--- src/rtl/memex_load_store_unit_if.sv ---
// ----------------------------------------------------------------------------
// memex_load_store_unit_if
// Purpose : single-outstanding data-memory bus between the MEMEX load/store
//           unit (master) and the memory/bus fabric (slave).
// Signals : bus_req   - request strobe, held for the whole access
//           bus_we    - 1 = write, 0 = read
//           bus_addr  - word-aligned byte address (bits [1:0] = 00)
//           bus_wdata - lane-replicated store data
//           bus_wstrb - byte enables (0000 for reads)
//           bus_ack   - completion; bus_rdata valid in the same cycle
//           bus_rdata - read word
// ----------------------------------------------------------------------------
interface memex_load_store_unit_if;
    logic        bus_req;
    logic        bus_we;
    logic [31:0] bus_addr;
    logic [31:0] bus_wdata;
    logic [3:0]  bus_wstrb;
    logic        bus_ack;
    logic [31:0] bus_rdata;

    modport master (
        output bus_req, bus_we, bus_addr, bus_wdata, bus_wstrb,
        input  bus_ack, bus_rdata
    );

    modport slave (
        input  bus_req, bus_we, bus_addr, bus_wdata, bus_wstrb,
        output bus_ack, bus_rdata
    );
endinterface

--- src/rtl/memex_load_store_unit.sv ---
// ----------------------------------------------------------------------------
// memex_load_store_unit
// Purpose : MEMEX-stage load/store unit. Decodes the access, flags misaligned
//           accesses, issues one bus transaction at a time through an
//           IDLE -> BUSY -> DONE sequence, stalls the pipeline while the
//           access is outstanding, aligns/extends load data and raises a
//           bus fault when the slave fails to acknowledge in time.
// Ports   : clk, rst            - clock, synchronous active-high reset
//           invalid_MEMEX       - bubble flag (1 = no access)
//           mem_op_MEMEX        - 01 load, 10 store, others none
//           funct3_MEMEX        - access size / signedness
//           addr_MEMEX          - byte address
//           store_data_MEMEX    - store source value
//           bus                 - data bus, master side
//           load_data_MEMEX     - aligned, extended load result (DONE only)
//           stall_MEMEX         - hold MEMEX and upstream stages
//           misaligned_MEMEX    - misaligned access exception
//           bus_fault_MEMEX     - bus timeout exception (DONE only)
// Params  : TIMEOUT_CYCLES      - BUSY cycles without ack before fault (1..255)
// ----------------------------------------------------------------------------
module memex_load_store_unit #(
    parameter int unsigned TIMEOUT_CYCLES = 255
) (
    input  logic                            clk,
    input  logic                            rst,
    input  logic                            invalid_MEMEX,
    input  logic [1:0]                      mem_op_MEMEX,
    input  logic [2:0]                      funct3_MEMEX,
    input  logic [31:0]                     addr_MEMEX,
    input  logic [31:0]                     store_data_MEMEX,
    memex_load_store_unit_if.master         bus,
    output logic [31:0]                     load_data_MEMEX,
    output logic                            stall_MEMEX,
    output logic                            misaligned_MEMEX,
    output logic                            bus_fault_MEMEX
);

    localparam logic [7:0] TIMEOUT_W = TIMEOUT_CYCLES[7:0];

    typedef enum logic [1:0] {
        S_IDLE = 2'd0,
        S_BUSY = 2'd1,
        S_DONE = 2'd2
    } state_e;

    state_e      state_q;
    logic [7:0]  wdog_q;
    logic        fault_q;
    logic        bus_req_q;
    logic        we_q;
    logic [31:0] addr_q;
    logic [31:0] wdata_q;
    logic [3:0]  wstrb_q;
    logic [2:0]  funct3_q;
    logic [1:0]  off_q;
    logic [31:0] rdata_q;

    // ------------------------------------------------------------------
    // Access decode
    // ------------------------------------------------------------------
    logic is_load, is_store, legal, misalign, mem_req, access;

    assign is_load  = (mem_op_MEMEX == 2'b01);
    assign is_store = (mem_op_MEMEX == 2'b10);

    always_comb begin
        // NOTE: every output of a combinational block gets a default first,
        // otherwise an uncovered case path infers a latch.
        legal = 1'b0;
        if (is_load) begin
            legal = (funct3_MEMEX == 3'b000) || (funct3_MEMEX == 3'b001) ||
                    (funct3_MEMEX == 3'b010) || (funct3_MEMEX == 3'b100) ||
                    (funct3_MEMEX == 3'b101);
        end else if (is_store) begin
            legal = (funct3_MEMEX == 3'b000) || (funct3_MEMEX == 3'b001) ||
                    (funct3_MEMEX == 3'b010);
        end
    end

    // funct3[1:0] encodes the size for every legal code: 00 byte, 01 half, 10 word.
    assign misalign = ((funct3_MEMEX[1:0] == 2'b01) && addr_MEMEX[0]) ||
                      ((funct3_MEMEX[1:0] == 2'b10) && (addr_MEMEX[1:0] != 2'b00));

    assign mem_req = !invalid_MEMEX && (is_load || is_store) && legal;
    assign access  = mem_req && !misalign;

    assign misaligned_MEMEX = (state_q == S_IDLE) && mem_req && misalign;
    assign stall_MEMEX      = ((state_q == S_IDLE) && access) || (state_q == S_BUSY);

    // ------------------------------------------------------------------
    // Store lane steering (captured on entry to BUSY)
    // ------------------------------------------------------------------
    logic [3:0]  wstrb_d;
    logic [31:0] wdata_d;

    always_comb begin
        wstrb_d = 4'b0000;
        wdata_d = 32'h0;
        if (is_store) begin
            case (funct3_MEMEX[1:0])
                2'b00: begin
                    wstrb_d = 4'b0001 << addr_MEMEX[1:0];
                    wdata_d = {4{store_data_MEMEX[7:0]}};
                end
                2'b01: begin
                    wstrb_d = 4'b0011 << {addr_MEMEX[1], 1'b0};
                    wdata_d = {2{store_data_MEMEX[15:0]}};
                end
                default: begin
                    wstrb_d = 4'b1111;
                    wdata_d = store_data_MEMEX;
                end
            endcase
        end
    end

    // ------------------------------------------------------------------
    // Load extraction from the captured read word
    // ------------------------------------------------------------------
    logic [31:0] rsh_b, rsh_h, ext;

    always_comb begin
        rsh_b = rdata_q >> {off_q, 3'b000};
        rsh_h = rdata_q >> {off_q[1], 4'b0000};
        case (funct3_q)
            3'b000:  ext = {{24{rsh_b[7]}}, rsh_b[7:0]};
            3'b001:  ext = {{16{rsh_h[15]}}, rsh_h[15:0]};
            3'b010:  ext = rdata_q;
            3'b100:  ext = {24'h0, rsh_b[7:0]};
            3'b101:  ext = {16'h0, rsh_h[15:0]};
            default: ext = 32'h0;
        endcase
    end

    assign load_data_MEMEX = ((state_q == S_DONE) && !we_q) ? ext : 32'h0;
    assign bus_fault_MEMEX = (state_q == S_DONE) && fault_q;

    // Bus outputs come only from captured registers and are zero outside BUSY.
    assign bus.bus_req   = bus_req_q;
    assign bus.bus_we    = bus_req_q && we_q;
    assign bus.bus_addr  = bus_req_q ? addr_q  : 32'h0;
    assign bus.bus_wdata = bus_req_q ? wdata_q : 32'h0;
    assign bus.bus_wstrb = bus_req_q ? wstrb_q : 4'b0000;

    // ------------------------------------------------------------------
    // Access sequencer
    // ------------------------------------------------------------------
    // NOTE: state registers use non-blocking assignments so every flop
    // samples pre-edge values, independent of statement order.
    always_ff @(posedge clk) begin
        if (rst) begin
            // NOTE: the captured request/response registers are reset too,
            // so nothing stale can appear on the bus or load result.
            state_q   <= S_IDLE;
            wdog_q    <= 8'd0;
            fault_q   <= 1'b0;
            bus_req_q <= 1'b0;
            we_q      <= 1'b0;
            addr_q    <= 32'h0;
            wdata_q   <= 32'h0;
            wstrb_q   <= 4'b0000;
            funct3_q  <= 3'b000;
            off_q     <= 2'b00;
            rdata_q   <= 32'h0;
        end else begin
            case (state_q)
                S_IDLE: begin
                    if (access) begin
                        addr_q    <= {addr_MEMEX[31:2], 2'b00};
                        we_q      <= is_store;
                        wdata_q   <= wdata_d;
                        wstrb_q   <= wstrb_d;
                        funct3_q  <= funct3_MEMEX;
                        off_q     <= addr_MEMEX[1:0];
                        rdata_q   <= 32'h0;
                        wdog_q    <= 8'd0;
                        fault_q   <= 1'b0;
                        bus_req_q <= 1'b1;
                        state_q   <= S_BUSY;
                    end
                end
                S_BUSY: begin
                    // Ack wins over a timeout landing in the same cycle.
                    if (bus.bus_ack) begin
                        rdata_q   <= bus.bus_rdata;
                        wdog_q    <= 8'd0;
                        bus_req_q <= 1'b0;
                        state_q   <= S_DONE;
                    end else if (wdog_q == TIMEOUT_W) begin
                        fault_q   <= 1'b1;
                        wdog_q    <= 8'd0;
                        bus_req_q <= 1'b0;
                        state_q   <= S_DONE;
                    end else begin
                        wdog_q    <= wdog_q + 8'd1;
                    end
                end
                S_DONE: begin
                    fault_q <= 1'b0;
                    state_q <= S_IDLE;
                end
                default: begin
                    bus_req_q <= 1'b0;
                    state_q   <= S_IDLE;
                end
            endcase
        end
    end

endmodule

--- src/flat_wrapper.sv ---
// flat-port wrapper written by rule: the top's interface ports become plain ports
module memex_load_store_unit_flat 
#(
    parameter int unsigned TIMEOUT_CYCLES = 255
)
  (clk, rst, invalid_MEMEX, mem_op_MEMEX, funct3_MEMEX, addr_MEMEX, store_data_MEMEX, load_data_MEMEX, stall_MEMEX, misaligned_MEMEX, bus_fault_MEMEX, bus_bus_req, bus_bus_we, bus_bus_addr, bus_bus_wdata, bus_bus_wstrb, bus_bus_ack, bus_bus_rdata);
  memex_load_store_unit_if bus_i ();
  input  logic clk;
  input  logic rst;
  input  logic invalid_MEMEX;
  input  logic [1:0] mem_op_MEMEX;
  input  logic [2:0] funct3_MEMEX;
  input  logic [31:0] addr_MEMEX;
  input  logic [31:0] store_data_MEMEX;
  output logic [31:0] load_data_MEMEX;
  output logic stall_MEMEX;
  output logic misaligned_MEMEX;
  output logic bus_fault_MEMEX;
  output wire logic [$bits(bus_i.bus_req)-1:0] bus_bus_req;
  output wire logic [$bits(bus_i.bus_we)-1:0] bus_bus_we;
  output wire logic [$bits(bus_i.bus_addr)-1:0] bus_bus_addr;
  output wire logic [$bits(bus_i.bus_wdata)-1:0] bus_bus_wdata;
  output wire logic [$bits(bus_i.bus_wstrb)-1:0] bus_bus_wstrb;
  input wire logic [$bits(bus_i.bus_ack)-1:0] bus_bus_ack;
  input wire logic [$bits(bus_i.bus_rdata)-1:0] bus_bus_rdata;
  assign bus_bus_req = bus_i.bus_req;
  assign bus_bus_we = bus_i.bus_we;
  assign bus_bus_addr = bus_i.bus_addr;
  assign bus_bus_wdata = bus_i.bus_wdata;
  assign bus_bus_wstrb = bus_i.bus_wstrb;
  assign bus_i.bus_ack = bus_bus_ack;
  assign bus_i.bus_rdata = bus_bus_rdata;
  memex_load_store_unit #(.TIMEOUT_CYCLES(TIMEOUT_CYCLES)) u_core (.clk(clk), .rst(rst), .invalid_MEMEX(invalid_MEMEX), .mem_op_MEMEX(mem_op_MEMEX), .funct3_MEMEX(funct3_MEMEX), .addr_MEMEX(addr_MEMEX), .store_data_MEMEX(store_data_MEMEX), .bus(bus_i), .load_data_MEMEX(load_data_MEMEX), .stall_MEMEX(stall_MEMEX), .misaligned_MEMEX(misaligned_MEMEX), .bus_fault_MEMEX(bus_fault_MEMEX));
endmodule
--- config.mk ---
export PLATFORM = sky130hd
export DESIGN_NAME = memex_load_store_unit_flat
export DESIGN_NICKNAME = d
export VERILOG_FILES = /design/src/rtl/memex_load_store_unit_if.sv /design/src/rtl/memex_load_store_unit.sv /design/src/flat_wrapper.sv
export SDC_FILE = /design/constraint.sdc
export NUM_CORES = 1
export LEC_CHECK = 0
export CAP_MARGIN = 20
export CORE_UTILIZATION = 48
export DETAILED_ROUTE_END_ITERATION = 12
export GPL_ROUTABILITY_DRIVEN = 0
export GPL_TIMING_DRIVEN = 0
export HOLD_SLACK_MARGIN = 0.15
export PLACE_DENSITY_LB_ADDON = 0.05
export SLEW_MARGIN = 30
export SYNTH_ARGS = -nofsm -noshare
export SYNTH_HDL_FRONTEND = slang
export SYNTH_SLANG_ARGS = --single-unit
--- constraint.sdc ---
create_clock -name clk -period 4 [get_ports clk]
set_input_delay 0.6 -clock clk [delete_from_list [all_inputs] [get_ports clk]]
set_output_delay 0.6 -clock clk [all_outputs]
set_load 0.005 [all_outputs]
==> results of run 1 <==
[Yosys cell counts, types with 8 or more instances]
cell	number
sky130_fd_sc_hd__nand2_1	132
sky130_fd_sc_hd__dfxtp_1	116
sky130_fd_sc_hd__a21oi_1	86
sky130_fd_sc_hd__and2_1	68
sky130_fd_sc_hd__nor2_1	33
sky130_fd_sc_hd__a22o_1	32
sky130_fd_sc_hd__clkbuf_1	27
sky130_fd_sc_hd__mux2i_1	25
sky130_fd_sc_hd__o21ai_1	22
sky130_fd_sc_hd__buf_2	18
sky130_fd_sc_hd__o21ai_0	15
sky130_fd_sc_hd__nand3_1	10
sky130_fd_sc_hd__a22oi_1	9
sky130_fd_sc_hd__buf_4	9
sky130_fd_sc_hd__a222oi_1	8
[registers in the layout (all words and copies together), names as in the netlist, 2 cells and up]
name	flops
u_core.state_q	2
u_core.wstrb_q	4
u_core.funct3_q	3
u_core.rdata_q	32
u_core.wdata_q	32
u_core.addr_q	30
u_core.off_q	2
u_core.wdog_q	8
[stage by stage]
step           std cells  worst slack (ns)
6_report            1056             0.605
5_1_grt             1056             0.388
4_1_cts             1056             0.614
3_5_place_dp        1025             0.779
3_3_place_gp        1025             0.818
2_1_floorplan        680              1.88
[where the power goes]
| group | switching, mW | internal [mW] |
|---|---|---|
| sequential | 0.00816 | 1.17 |
| clock | 0.518 | 1.09 |
| combinational | 0.123 | 0.139 |
[layout make-up]
cell class | count | area share [%]
Multi-Input combinational cell | 501 | 34.9
Sequential cell | 116 | 27.6
Timing Repair Buffer | 205 | 24.4
Clock buffer | 22 | 5.63
Buffer | 55 | 3.21
Tap cell | 140 | 2.08
Clock inverter | 9 | 1.80
Inverter | 8 | 0.357
[metal layers]
metal	vias up	global-route usage, %	share of wire [%]
met3	47	8.18	7.6
met1	2764	35.8	40
met5	-	0	0
met4	0	13.5	2.9
met2	285	53.5	50
li1	2799	-	-
[layout by cell type (no fill, tap or decap), types with 17 or more instances in the layout]
| master | instances |
|---|---|
| sky130_fd_sc_hd__clkdlybuf4s50_1 | 205 |
| sky130_fd_sc_hd__and2_1 | 68 |
| sky130_fd_sc_hd__nand2_1 | 132 |
| sky130_fd_sc_hd__a22o_1 | 32 |
| sky130_fd_sc_hd__nor2_1 | 33 |
| sky130_fd_sc_hd__o21ai_1 | 22 |
| sky130_fd_sc_hd__buf_2 | 18 |
| sky130_fd_sc_hd__clkbuf_16 | 17 |
| sky130_fd_sc_hd__clkbuf_1 | 29 |
| sky130_fd_sc_hd__dfxtp_1 | 116 |
| sky130_fd_sc_hd__a21oi_1 | 86 |
| sky130_fd_sc_hd__mux2i_1 | 25 |
[cell families after synthesis]
| family | after synthesis |
|---|---|
| adder cells (fa/ha/maj) | 3 |
| XOR/XNOR | 1 |
| other | 1 |
| buffers and inverters | 63 |
| flip-flops | 116 |
| AO/OA/AOI/OAI | 189 |
| multiplexers | 33 |
| AND/OR/NAND/NOR | 273 |
[final timing paths]
check	from	endpoint	slack [ns]	cells past startpoint
worst min register to register	u_core.wdata_q[24]$_SDFFE_PP0P_	u_core.wdata_q[24]$_SDFFE_PP0P_	0.45	2
worst min-delay path	u_core.wdata_q[24]$_SDFFE_PP0P_	u_core.wdata_q[24]$_SDFFE_PP0P_	0.45	2
worst max-delay path	u_core.funct3_q[0]$_SDFFE_PP0P_	load_data_MEMEX[29]	0.60	8
worst max register to register	u_core.state_q[1]$_SDFFE_PP0P_	u_core.rdata_q[8]$_SDFFE_PP0P_	1.89	5
[worst max-delay path, cell delays in order (launching register included)]
cell and delay, ns:
sky130_fd_sc_hd__dfxtp_1 0.29, sky130_fd_sc_hd__buf_2 0.17, sky130_fd_sc_hd__o21ai_0 0.18, sky130_fd_sc_hd__nand4_1 0.35
sky130_fd_sc_hd__or2_1 0.33, sky130_fd_sc_hd__clkbuf_1 0.18, sky130_fd_sc_hd__buf_2 0.21, sky130_fd_sc_hd__a21oi_1 0.15
sky130_fd_sc_hd__clkdlybuf4s50_1 0.52
==> impl_results.html, run 1 <==
<table>
<tr><th>Metric</th><th>Value</th></tr>
<tr><th colspan="2">Timing</th></tr>
<tr><td>Setup skew after layout</td><td>0.00735 ns</td></tr>
<tr><td>Worst hold slack</td><td>0.448 ns</td></tr>
<tr><td>Achievable clock frequency</td><td>295 MHz</td></tr>
<tr><td>Final setup violation count</td><td>0</td></tr>
<tr><td>Post-route setup TNS</td><td>0 ns</td></tr>
<tr><td>Setup repair after global routing missed its margin</td><td>false</td></tr>
<tr><td>Count of endpoints failing hold in the final timing report</td><td>0</td></tr>
<tr><td>Final period utilization</td><td>84.9%</td></tr>
<tr><td>Remaining max-slew budget at the tightest pin</td><td>43.9%</td></tr>
<tr><td>Worst-margin pin slew</td><td>0.838 ns</td></tr>
<tr><td>Max-slew violation count</td><td>0</td></tr>
<tr><td>Post-layout min period</td><td>3.40 ns</td></tr>
<tr><th colspan="2">Clocking</th></tr>
<tr><td>Clock transition time at the flip-flop clock pins of the worst setup and hold paths</td><td>around 0.050 ns</td></tr>
<tr><td>Clock buffer count from CTS</td><td>17</td></tr>
<tr><td>Number of gates resized after CTS</td><td>0</td></tr>
<tr><td>CTS tree</td><td>built</td></tr>
<tr><td>Post-cts hold buffer count</td><td>0</td></tr>
<tr><td>Post-CTS setup buffers</td><td>0</td></tr>
<tr><td>Bufs on Longest Clock Path</td><td>2</td></tr>
<tr><td>Root buffer cell</td><td>sky130_fd_sc_hd__clkbuf_16</td></tr>
<tr><td>Clock latency reported for the late side of the worst-skew pair</td><td>0.41 ns</td></tr>
<tr><td>Count of H-tree levels built during CTS</td><td>4</td></tr>
<tr><td>Clock sink count</td><td>116</td></tr>
<tr><th colspan="2">Synthesis</th></tr>
<tr><td>Sequential element share of the synthesized area</td><td>41.8%</td></tr>
<tr><td>Multiplexer share of the synthesized area</td><td>6.32%</td></tr>
<tr><td>Number of distinct standard cells referenced by the synthesized netlist</td><td>52</td></tr>
<tr><td>Main combinational cell family by area after synthesis</td><td>simple AND/OR/NAND/NOR gates</td></tr>
<tr><td>Post-synthesis area per instance</td><td>between 8 and 9 um2</td></tr>
<tr><td>Cell area after synthesis</td><td>5560 um2</td></tr>
<tr><td>Primary FF master, synth</td><td>sky130_fd_sc_hd__dfxtp_1</td></tr>
<tr><td>Share of the synthesized netlist area taken by xor and xnor gates</td><td>less than 1%</td></tr>
<tr><td>Number of enable-type register cells in the synthesized netlist</td><td>0</td></tr>
<tr><td>Adder and majority cell fraction of the synthesized area</td><td>less than 1%</td></tr>
<tr><td>Share of the synthesized area in the top cell type</td><td>41.8%</td></tr>
<tr><td>Compound-cell area share of the yosys netlist</td><td>between 20% and 30%</td></tr>
<tr><td>Fraction of registers with async set or reset after synthesis</td><td>0%</td></tr>
<tr><td>Most area-consuming cells after synthesis</td><td>sky130_fd_sc_hd__dfxtp_1, sky130_fd_sc_hd__nand2_1, sky130_fd_sc_hd__a21oi_1</td></tr>
<tr><td>Post-synthesis cell count</td><td>just under 700</td></tr>
<tr><td>Number of warning messages in the yosys log</td><td>0</td></tr>
<tr><td>Register bit count reported by yosys</td><td>116</td></tr>
<tr><td>Synth area leader</td><td>sky130_fd_sc_hd__dfxtp_1</td></tr>
<tr><td>Area fraction in and, or, nand and nor cells after synthesis</td><td>23.7%</td></tr>
<tr><th colspan="2">Routing</th></tr>
<tr><td>Via count normalized by instance count</td><td>5.58</td></tr>
<tr><td>Vias after detailed routing</td><td>slightly below 6000</td></tr>
<tr><td>Aggregate routed wire length</td><td>18000 um</td></tr>
<tr><td>Initial DRC count</td><td>443</td></tr>
<tr><td>Remaining routing DRC violations</td><td>0</td></tr>
<tr><td>Avg WL per Cell</td><td>17.1 um</td></tr>
<tr><td>ANT nets after route</td><td>0</td></tr>
<tr><td>First drt pass iteration count</td><td>7</td></tr>
<tr><th colspan="2">Cells and area</th></tr>
<tr><td>Final instance area</td><td>around 8400 um2</td></tr>
<tr><td>Register area</td><td>between 2000 and 2500 um2</td></tr>
<tr><td>Fraction of layout instances using a drive strength above 1</td><td>8.62%</td></tr>
<tr><td>Final core occ</td><td>76.0%</td></tr>
<tr><td>N_diodes</td><td>0</td></tr>
<tr><td>Combined area of the multi-input logic cells</td><td>2940 um2</td></tr>
<tr><td>Number of fill cells</td><td>839</td></tr>
<tr><td>Final-stage net count</td><td>1012</td></tr>
<tr><td>Synth-to-layout area growth</td><td>51.4%</td></tr>
<tr><th colspan="2">Power and ir drop</th></tr>
<tr><td>Power after layout</td><td>around 3.0 mW</td></tr>
<tr><td>Static power due to leakage</td><td>roughly 3.0 nW</td></tr>
<tr><td>Power per unit of standard cell area</td><td>362 nW/um2</td></tr>
<tr><td>Worst voltage drop across the vdd grid</td><td>0.497 mV</td></tr>
<tr><th colspan="2">Placement</th></tr>
<tr><td>Total half-perimeter wirelength after legalization and detailed placement</td><td>about 13000 um</td></tr>
<tr><td>Port buffer count</td><td>roughly 210</td></tr>
<tr><td>Placed cell areas</td><td>7790 um2</td></tr>
<tr><th colspan="2">Setup path</th></tr>
<tr><td>Crit end category</td><td>primary output</td></tr>
<tr><td>Class of the most critical setup path</td><td>reg2out</td></tr>
<tr><td>Arrival time of the worst setup path</td><td>approximately 2.8 ns</td></tr>
<tr><td>Largest fanout on the critical path</td><td>10</td></tr>
<tr><td>Req. time, crit path</td><td>3.40 ns</td></tr>
<tr><td>Sort of element at the start of the critical path</td><td>flop</td></tr>
<tr><th colspan="2">Global route</th></tr>
<tr><td>Antenna violations before repair</td><td>0</td></tr>
<tr><td>Overall track demand over capacity in global routing</td><td>30.9%</td></tr>
<tr><td>Global route overflow</td><td>0</td></tr>
<tr><td>Wire length of the first global-routing pass</td><td>28200 um</td></tr>
<tr><td>Largest net degree at the start of global routing</td><td>17</td></tr>
<tr><td>Vias in the first global route</td><td>5916</td></tr>
<tr><th colspan="2">Run</th></tr>
<tr><td>Max-cap violation count</td><td>0</td></tr>
<tr><th colspan="2">Die</th></tr>
<tr><td>Die footprint</td><td>12000 um2</td></tr>
<tr><td>Floorplan core area</td><td>11100 um2</td></tr>
<tr><td>Number of placement rows</td><td>38</td></tr>
<tr><td>Boundary Pins</td><td>210</td></tr>
<tr><td>Starting utilization of the core area</td><td>50.2%</td></tr>
<tr><td>Vertical extent of the die</td><td>around 110 um</td></tr>
<tr><td>Die X</td><td>roughly 110 um</td></tr>
<tr><th colspan="2">Outcome</th></tr>
<tr><td>Result of the run</td><td>complete, no violations</td></tr>
<tr><th colspan="2">Worst hold path</th></tr>
<tr><td>Type of the most critical hold path</td><td>reg2reg</td></tr>
</table>
Power figures use the tool's default switching activity.
==> inputs of run 2 (changes only) <==
- CORE_UTILIZATION: 48 -> 45
- clock period: 4 -> 3.5 ns (I/O delays scaled with it)
==> run 2 against run 1 <==
  * Sequential cell count is the same
  * Global-route usage fell by 3.4 points
  * Sequential power grew 14%
  * Core utilization shrank 5.9 points
  * Clock power increased by 11%
  * Critical path type unchanged
  * Largest cell class unchanged
  * Highest routed layer unchanged
==> impl_results.html, run 2 (same netlist as run 1, synthesis figures left out) <==
<table>
<tr><th>Metric</th><th>Value</th></tr>
<tr><th colspan="2">Clocking</th></tr>
<tr><td>Clock buffer count from CTS</td><td>17</td></tr>
<tr><td>Clock sink count</td><td>116</td></tr>
<tr><td>Count of H-tree levels built during CTS</td><td>4</td></tr>
<tr><td>CTS tree</td><td>built</td></tr>
<tr><td>Bufs on Longest Clock Path</td><td>2</td></tr>
<tr><td>Clock latency reported for the late side of the worst-skew pair</td><td>about 0.42 ns</td></tr>
<tr><td>Clock transition time at the flip-flop clock pins of the worst setup and hold paths</td><td>0.05 ns</td></tr>
<tr><td>Number of gates resized after CTS</td><td>0</td></tr>
<tr><td>Root buffer cell</td><td>sky130_fd_sc_hd__clkbuf_16</td></tr>
<tr><th colspan="2">Die</th></tr>
<tr><td>Floorplan core area</td><td>12000 um2</td></tr>
<tr><td>Die footprint</td><td>12800 um2</td></tr>
<tr><td>Boundary Pins</td><td>210</td></tr>
<tr><td>Die X</td><td>113 um</td></tr>
<tr><td>Number of placement rows</td><td>40</td></tr>
<tr><td>Starting utilization of the core area</td><td>46.3%</td></tr>
<tr><td>Vertical extent of the die</td><td>113 um</td></tr>
<tr><th colspan="2">Routing</th></tr>
<tr><td>Aggregate routed wire length</td><td>17400 um</td></tr>
<tr><td>First drt pass iteration count</td><td>7</td></tr>
<tr><td>ANT nets after route</td><td>0</td></tr>
<tr><td>Via count normalized by instance count</td><td>5.40</td></tr>
<tr><td>Remaining routing DRC violations</td><td>0</td></tr>
<tr><td>Vias after detailed routing</td><td>5749</td></tr>
<tr><td>Avg WL per Cell</td><td>16.4 um</td></tr>
<tr><td>Initial DRC count</td><td>526</td></tr>
<tr><th colspan="2">Timing</th></tr>
<tr><td>Post-layout min period</td><td>3.31 ns</td></tr>
<tr><td>Max-slew violation count</td><td>0</td></tr>
<tr><td>Remaining max-slew budget at the tightest pin</td><td>33.7%</td></tr>
<tr><td>Setup skew after layout</td><td>0.00974 ns</td></tr>
<tr><td>Count of endpoints failing hold in the final timing report</td><td>0</td></tr>
<tr><td>Achievable clock frequency</td><td>302 MHz</td></tr>
<tr><td>Final setup violation count</td><td>0</td></tr>
<tr><td>Final period utilization</td><td>94.5%</td></tr>
<tr><td>Worst hold slack</td><td>0.445 ns</td></tr>
<tr><td>Slack of the critical path</td><td>0.193 ns</td></tr>
<tr><td>Worst-margin pin slew</td><td>0.993 ns</td></tr>
<tr><td>Post-route setup TNS</td><td>0 ns</td></tr>
<tr><td>Setup repair after global routing missed its margin</td><td>false</td></tr>
<tr><th colspan="2">Cells and area</th></tr>
<tr><td>Most frequent standard cell in the layout excluding fill and tap cells</td><td>sky130_fd_sc_hd__clkdlybuf4s50_1</td></tr>
<tr><td>Final-stage net count</td><td>1013</td></tr>
<tr><td>Final core occ</td><td>70.1%</td></tr>
<tr><td>Synth-to-layout area growth</td><td>51.4%</td></tr>
<tr><td>Count of non-filler cells in the finished layout</td><td>1065</td></tr>
<tr><td>Number of fill cells</td><td>a little under 1000</td></tr>
<tr><td>Most frequent cells in the layout</td><td>sky130_fd_sc_hd__clkdlybuf4s50_1, sky130_fd_sc_hd__nand2_1, sky130_fd_sc_hd__dfxtp_1, sky130_fd_sc_hd__a21oi_1, sky130_fd_sc_hd__and2_1</td></tr>
<tr><td>Fraction of layout instances using a drive strength above 1</td><td>8.93%</td></tr>
<tr><td>Biggest regs</td><td>u_core.rdata_q (32), u_core.wdata_q (32), u_core.addr_q (30)</td></tr>
<tr><td>N_diodes</td><td>0</td></tr>
<tr><th colspan="2">Placement</th></tr>
<tr><td>Total half-perimeter wirelength after legalization and detailed placement</td><td>roughly 13000 um</td></tr>
<tr><td>Port buffer count</td><td>205</td></tr>
<tr><td>Worst setup timing slack at the placement stage</td><td>0.419 ns</td></tr>
<tr><td>Count of placed standard cells including taps</td><td>1032</td></tr>
<tr><th colspan="2">Global route</th></tr>
<tr><td>Overall track demand over capacity in global routing</td><td>27.5%</td></tr>
<tr><td>Global route overflow</td><td>0</td></tr>
<tr><td>Vias in the first global route</td><td>roughly 5500</td></tr>
<tr><td>Antenna violations before repair</td><td>0</td></tr>
<tr><td>Largest net degree at the start of global routing</td><td>17</td></tr>
<tr><td>Wire length of the first global-routing pass</td><td>27500 um</td></tr>
<tr><th colspan="2">Worst hold path</th></tr>
<tr><td>Type of the most critical hold path</td><td>reg2reg</td></tr>
<tr><th colspan="2">Power and ir drop</th></tr>
<tr><td>Clock network fraction of design power</td><td>52.0%</td></tr>
<tr><td>Switching part of the total</td><td>22.6%</td></tr>
<tr><td>Internal power</td><td>2.65 mW</td></tr>
<tr><td>Static power due to leakage</td><td>3.04 nW</td></tr>
<tr><td>Sequential fraction of design power</td><td>39.3%</td></tr>
<tr><td>Worst voltage drop across the vdd grid</td><td>between 0.3 and 0.4 mV</td></tr>
<tr><td>Net switching power</td><td>0.772 mW</td></tr>
<tr><td>Fraction of power consumed by combinational cells</td><td>about 8.7%</td></tr>
<tr><td>Power per unit of standard cell area</td><td>406 nW/um2</td></tr>
<tr><th colspan="2">Setup path</th></tr>
<tr><td>Largest fanout on the critical path</td><td>10</td></tr>
<tr><td>Sort of element at the start of the critical path</td><td>flop</td></tr>
<tr><td>Class of the most critical setup path</td><td>reg2out</td></tr>
<tr><td>Crit end category</td><td>primary output</td></tr>
<tr><td>Arrival time of the worst setup path</td><td>2.78 ns</td></tr>
<tr><td>Req. time, crit path</td><td>2.97 ns</td></tr>
<tr><th colspan="2">Outcome</th></tr>
<tr><td>Result of the run</td><td>complete, no violations</td></tr>
<tr><th colspan="2">Run</th></tr>
<tr><td>Max-cap violation count</td><td>0</td></tr>
</table>
==> run 2: cell count changes in the layout (fill, tap and decap cells not counted), sizes merged <==
| cell | delta |
|---|---|
| clkinv | +3 |
| clkbuf | -2 |
| clkinvlp | +1 |
| buf | +1 |
| bufinv | -1 |
==> run 2: area by class of cell <==
type / count / area [um2] / area share, %
Sequential cell: 116 / 2320 / 27.6
Inverter: 8 / 30.0 / 0.357
Buffer: 55 / 270 / 3.21
Tap cell: 147 / 184 / 2.18
Clock buffer: 20 / 457 / 5.42
Clock inverter: 12 / 155 / 1.84
Multi-Input combinational cell: 501 / 2940 / 34.9
Timing Repair Buffer: 206 / 2060 / 24.5
==> run 2: metal layers <==
layer | wire, um | share of wire (%) | track usage [%] | vias to the layer above
li1 | - | - | - | 2805
met1 | 7360 | 42 | 33.0 | 2682
met2 | 8400 | 48 | 45.8 | 223
met3 | 1130 | 6.5 | 7.61 | 39
met4 | 516 | 3.0 | 12.7 | 0
met5 | 0 | 0 | 0 | -
==> run 2: stage by stage <==
step                      power, mW  instance area, um2
after CTS                      3.43                8410
after global placement         1.66                7800
after floorplan                1.50                5560
after global routing           3.52                8420
final                          3.42                8420
after detailed placement       1.67                7800
==> run 2: worst max-delay path: stages, from the launching register on <==
cell and delay (ns):
sky130_fd_sc_hd__dfxtp_1 0.42, sky130_fd_sc_hd__buf_2 0.29, sky130_fd_sc_hd__nor3b_1 0.69, sky130_fd_sc_hd__a222oi_1 0.25, sky130_fd_sc_hd__nor2_1 0.20, sky130_fd_sc_hd__clkdlybuf4s50_1 0.53
==> run 2: power groups by stage <==
stage | combinational [mW] | clock (mW) | sequential, mW
floorplan | 0.126 | 0 | 1.37
global placement | 0.289 | 0 | 1.37
detailed placement | 0.293 | 0 | 1.37
CTS | 0.296 | 1.79 | 1.34
global route | 0.321 | 1.86 | 1.34
finish | 0.298 | 1.78 | 1.34
==> run 2: path summary, 6_finish.rpt <==
path | startpoint | to | slack [ns] | cells after the start
setup reg to reg | u_core.state_q[1]$_SDFFE_PP0P_ | u_core.rdata_q[19]$_SDFFE_PP0P_ | 1.27 | 5
setup / recovery | u_core.off_q[1]$_SDFFE_PP0P_ | load_data_MEMEX[1] | 0.19 | 5
hold / removal | u_core.wdata_q[25]$_SDFFE_PP0P_ | u_core.wdata_q[25]$_SDFFE_PP0P_ | 0.44 | 2
hold reg to reg | u_core.wdata_q[25]$_SDFFE_PP0P_ | u_core.wdata_q[25]$_SDFFE_PP0P_ | 0.44 | 2
==> run 2: what timing repair did <==
action | in CTS | in global routing
setup endpoints to repair | 0 | 9
setup buffers | 0 | 1
hold buffers | 0 | 0
==> inputs of run 3 (changes only) <==
- CAP_MARGIN: 20 -> default
- PLACE_DENSITY: default -> 0.87
- PLACE_DENSITY_LB_ADDON: 0.05 -> default
==> run 3 against run 2 <==
  * Cell count unchanged
  * Global-route usage up 0.57 points
  * Count of clock-buffer cells in the layout up 4
  * First-iteration DRC count down 13%
  * Setup slack better by 0.099 ns
  * Hold slack worse by 0.0031 ns
  * Sequential cell count unchanged
  * Die area unchanged
  * Sequential share of layout area down 0.11 points
  * Critical path depth up 1
  * Via count down 0.63%
  * Power up 3.0%
==> impl_results.html, run 3 (same netlist as run 1, synthesis figures left out) <==
<table>
<tr><th>Metric</th><th>Value</th></tr>
<tr><th colspan="2">Cells and area</th></tr>
<tr><td>Fraction of layout instances using a drive strength above 1</td><td>8.82%</td></tr>
<tr><td>Most frequent standard cell in the layout excluding fill and tap cells</td><td>sky130_fd_sc_hd__clkdlybuf4s50_1</td></tr>
<tr><td>Synth-to-layout area growth</td><td>52.0%</td></tr>
<tr><td>Final-stage net count</td><td>1013</td></tr>
<tr><td>Most frequent cells in the layout</td><td>sky130_fd_sc_hd__clkdlybuf4s50_1, sky130_fd_sc_hd__nand2_1, sky130_fd_sc_hd__dfxtp_1, sky130_fd_sc_hd__a21oi_1, sky130_fd_sc_hd__and2_1</td></tr>
<tr><td>N_diodes</td><td>0</td></tr>
<tr><td>Biggest regs</td><td>u_core.rdata_q (32), u_core.wdata_q (32), u_core.addr_q (30)</td></tr>
<tr><td>Final core occ</td><td>70.4%</td></tr>
<tr><th colspan="2">Timing</th></tr>
<tr><td>Worst-margin pin slew</td><td>0.934 ns</td></tr>
<tr><td>Final period utilization</td><td>91.7%</td></tr>
<tr><td>Post-route setup TNS</td><td>0 ns</td></tr>
<tr><td>Final setup violation count</td><td>0</td></tr>
<tr><td>Max-slew violation count</td><td>0</td></tr>
<tr><td>Count of endpoints failing hold in the final timing report</td><td>0</td></tr>
<tr><td>Post-layout min period</td><td>3.21 ns</td></tr>
<tr><td>Setup skew after layout</td><td>0.00642 ns</td></tr>
<tr><td>Achievable clock frequency</td><td>312 MHz</td></tr>
<tr><td>Slack of the critical path</td><td>0.292 ns</td></tr>
<tr><td>Remaining max-slew budget at the tightest pin</td><td>37.6%</td></tr>
<tr><td>Setup repair after global routing missed its margin</td><td>false</td></tr>
<tr><th colspan="2">Routing</th></tr>
<tr><td>Initial DRC count</td><td>about 460</td></tr>
<tr><td>Via count normalized by instance count</td><td>5.36</td></tr>
<tr><td>Avg WL per Cell</td><td>16.6 um</td></tr>
<tr><td>ANT nets after route</td><td>0</td></tr>
<tr><td>Aggregate routed wire length</td><td>17700 um</td></tr>
<tr><td>Remaining routing DRC violations</td><td>0</td></tr>
<tr><td>Vias after detailed routing</td><td>5713</td></tr>
<tr><td>First drt pass iteration count</td><td>5</td></tr>
<tr><th colspan="2">Die</th></tr>
<tr><td>Die footprint</td><td>12800 um2</td></tr>
<tr><td>Boundary Pins</td><td>between 200 and 250</td></tr>
<tr><td>Number of placement rows</td><td>40</td></tr>
<tr><td>Floorplan core area</td><td>12000 um2</td></tr>
<tr><td>Vertical extent of the die</td><td>approximately 110 um</td></tr>
<tr><td>Starting utilization of the core area</td><td>46.3%</td></tr>
<tr><td>Die X</td><td>approximately 110 um</td></tr>
<tr><th colspan="2">Clocking</th></tr>
<tr><td>Clock buffer count from CTS</td><td>17</td></tr>
<tr><td>Number of gates resized after CTS</td><td>0</td></tr>
<tr><td>CTS tree</td><td>built</td></tr>
<tr><td>Count of H-tree levels built during CTS</td><td>4</td></tr>
<tr><td>Clock transition time at the flip-flop clock pins of the worst setup and hold paths</td><td>about 0.050 ns</td></tr>
<tr><td>Bufs on Longest Clock Path</td><td>2</td></tr>
<tr><td>Clock latency reported for the late side of the worst-skew pair</td><td>0.42 ns</td></tr>
<tr><td>Root buffer cell</td><td>sky130_fd_sc_hd__clkbuf_16</td></tr>
<tr><td>Clock sink count</td><td>116</td></tr>
<tr><th colspan="2">Setup path</th></tr>
<tr><td>Number of buffer and inverter instances along the worst setup path</td><td>3</td></tr>
<tr><td>Maximum single-stage delay on the critical path</td><td>0.53 ns</td></tr>
<tr><td>Cell chain of the critical path</td><td>buf_2 &gt; nor3b_2 &gt; clkbuf_1 &gt; nand2_1 &gt; a21oi_1 &gt; clkdlybuf4s50_1</td></tr>
<tr><td>Req. time, crit path</td><td>about 3.0 ns</td></tr>
<tr><td>Crit end category</td><td>primary output</td></tr>
<tr><td>Largest fanout on the critical path</td><td>10</td></tr>
<tr><td>Path length in cells of the critical path</td><td>6</td></tr>
<tr><td>Arrival time of the worst setup path</td><td>approximately 2.7 ns</td></tr>
<tr><td>Sort of element at the start of the critical path</td><td>flop</td></tr>
<tr><td>Length in cells of the worst reg-to-reg path</td><td>5</td></tr>
<tr><td>Class of the most critical setup path</td><td>reg2out</td></tr>
<tr><td>Family of cells with the greatest summed delay on the critical path</td><td>buffers and inverters</td></tr>
<tr><td>Max stage delay cell, worst path</td><td>sky130_fd_sc_hd__clkdlybuf4s50_1</td></tr>
<tr><th colspan="2">Global route</th></tr>
<tr><td>Antenna violations before repair</td><td>0</td></tr>
<tr><td>Vias in the first global route</td><td>5470</td></tr>
<tr><td>Overall track demand over capacity in global routing</td><td>28.1%</td></tr>
<tr><td>Largest net degree at the start of global routing</td><td>17</td></tr>
<tr><td>Global route overflow</td><td>0</td></tr>
<tr><td>Wire length of the first global-routing pass</td><td>27700 um</td></tr>
<tr><th colspan="2">Power and ir drop</th></tr>
<tr><td>Static power due to leakage</td><td>3.06 nW</td></tr>
<tr><td>Worst voltage drop across the vdd grid</td><td>0.362 mV</td></tr>
<tr><td>Power per unit of standard cell area</td><td>roughly 420 nW/um2</td></tr>
<tr><th colspan="2">Placement</th></tr>
<tr><td>Port buffer count</td><td>205</td></tr>
<tr><td>Worst setup timing slack at the placement stage</td><td>around 0.41 ns</td></tr>
<tr><td>Total half-perimeter wirelength after legalization and detailed placement</td><td>12800 um</td></tr>
<tr><th colspan="2">Run</th></tr>
<tr><td>Max-cap violation count</td><td>0</td></tr>
<tr><th colspan="2">Worst hold path</th></tr>
<tr><td>Hold path cells</td><td>2</td></tr>
<tr><td>Type of the most critical hold path</td><td>reg2reg</td></tr>
<tr><th colspan="2">Outcome</th></tr>
<tr><td>Result of the run</td><td>complete, no violations</td></tr>
</table>
==> run 3: cell types whose count changed in the layout (fill, tap and decap cells not counted), sizes merged <==
cell	delta
bufinv	+1
clkbuf	+4
clkinv	-5
==> run 3: power breakdown <==
group / switching (mW) / total (mW) / internal (mW)
registers: 0.00874 / 1.34 / 1.34
logic: 0.138 / 0.298 / 0.159
clock network: 0.599 / 1.88 / 1.28
total: 0.747 / 3.52 / 2.78
==> run 3: through the flow <==
| step | power, mW | instances | instance area, um2 | hold WS [ns] |
|---|---|---|---|---|
| final | 3.52 | 1065 | 8450 | 0.442 |
| after global routing | 3.64 | 1065 | 8450 | 0.460 |
| after CTS | 3.54 | 1064 | 8450 | 0.443 |
| after global placement | 1.66 | 1032 | 7800 | 0.428 |
| after detailed placement | 1.66 | 1032 | 7800 | 0.436 |
| after floorplan | 1.50 | 680 | 5560 | 0.417 |
==> run 3: worst paths after layout <==
kind	startpoint	to	slack [ns]
worst max register to register	u_core.state_q[1]$_SDFFE_PP0P_	u_core.rdata_q[22]$_SDFFE_PP0P_	1.31
worst min-delay path	u_core.wdata_q[25]$_SDFFE_PP0P_	u_core.wdata_q[25]$_SDFFE_PP0P_	0.44
worst max-delay path	u_core.funct3_q[1]$_SDFFE_PP0P_	load_data_MEMEX[23]	0.29
worst min register to register	u_core.wdata_q[25]$_SDFFE_PP0P_	u_core.wdata_q[25]$_SDFFE_PP0P_	0.44
==> run 3: area by class of cell <==
class / instances / area (um2)
Buffer: 55 / 270
Clock buffer: 24 / 502
Clock inverter: 8 / 145
Fill cell: 967 / 3560
Inverter: 8 / 30.0
Multi-Input combinational cell: 501 / 2940
Sequential cell: 116 / 2320
Tap cell: 147 / 184
Timing Repair Buffer: 206 / 2060
==> run 3: timing repair <==
| action | CTS | global route |
|---|---|---|
| hold buffers | 0 | 0 |
| setup endpoints to repair | 0 | 3 |
| buffers inserted | 0 | 1 |
| endpoints found under the hold margin | 0 | 0 |
==> run 3: tightest hold or removal path: stages (launching register included) <==
cell and delay (ns):
sky130_fd_sc_hd__dfxtp_1 0.30, sky130_fd_sc_hd__nand2_1 0.05, sky130_fd_sc_hd__o21ai_1 0.05
==> run 3: layer usage <==
metal / vias to the layer above / track usage [%] / routed length (um)
li1: 2808 / - / -
met1: 2624 / 33.8 / 7430
met2: 234 / 47.0 / 8600
met3: 47 / 7.18 / 1090
met4: 0 / 13.2 / 544
met5: - / 0 / 0
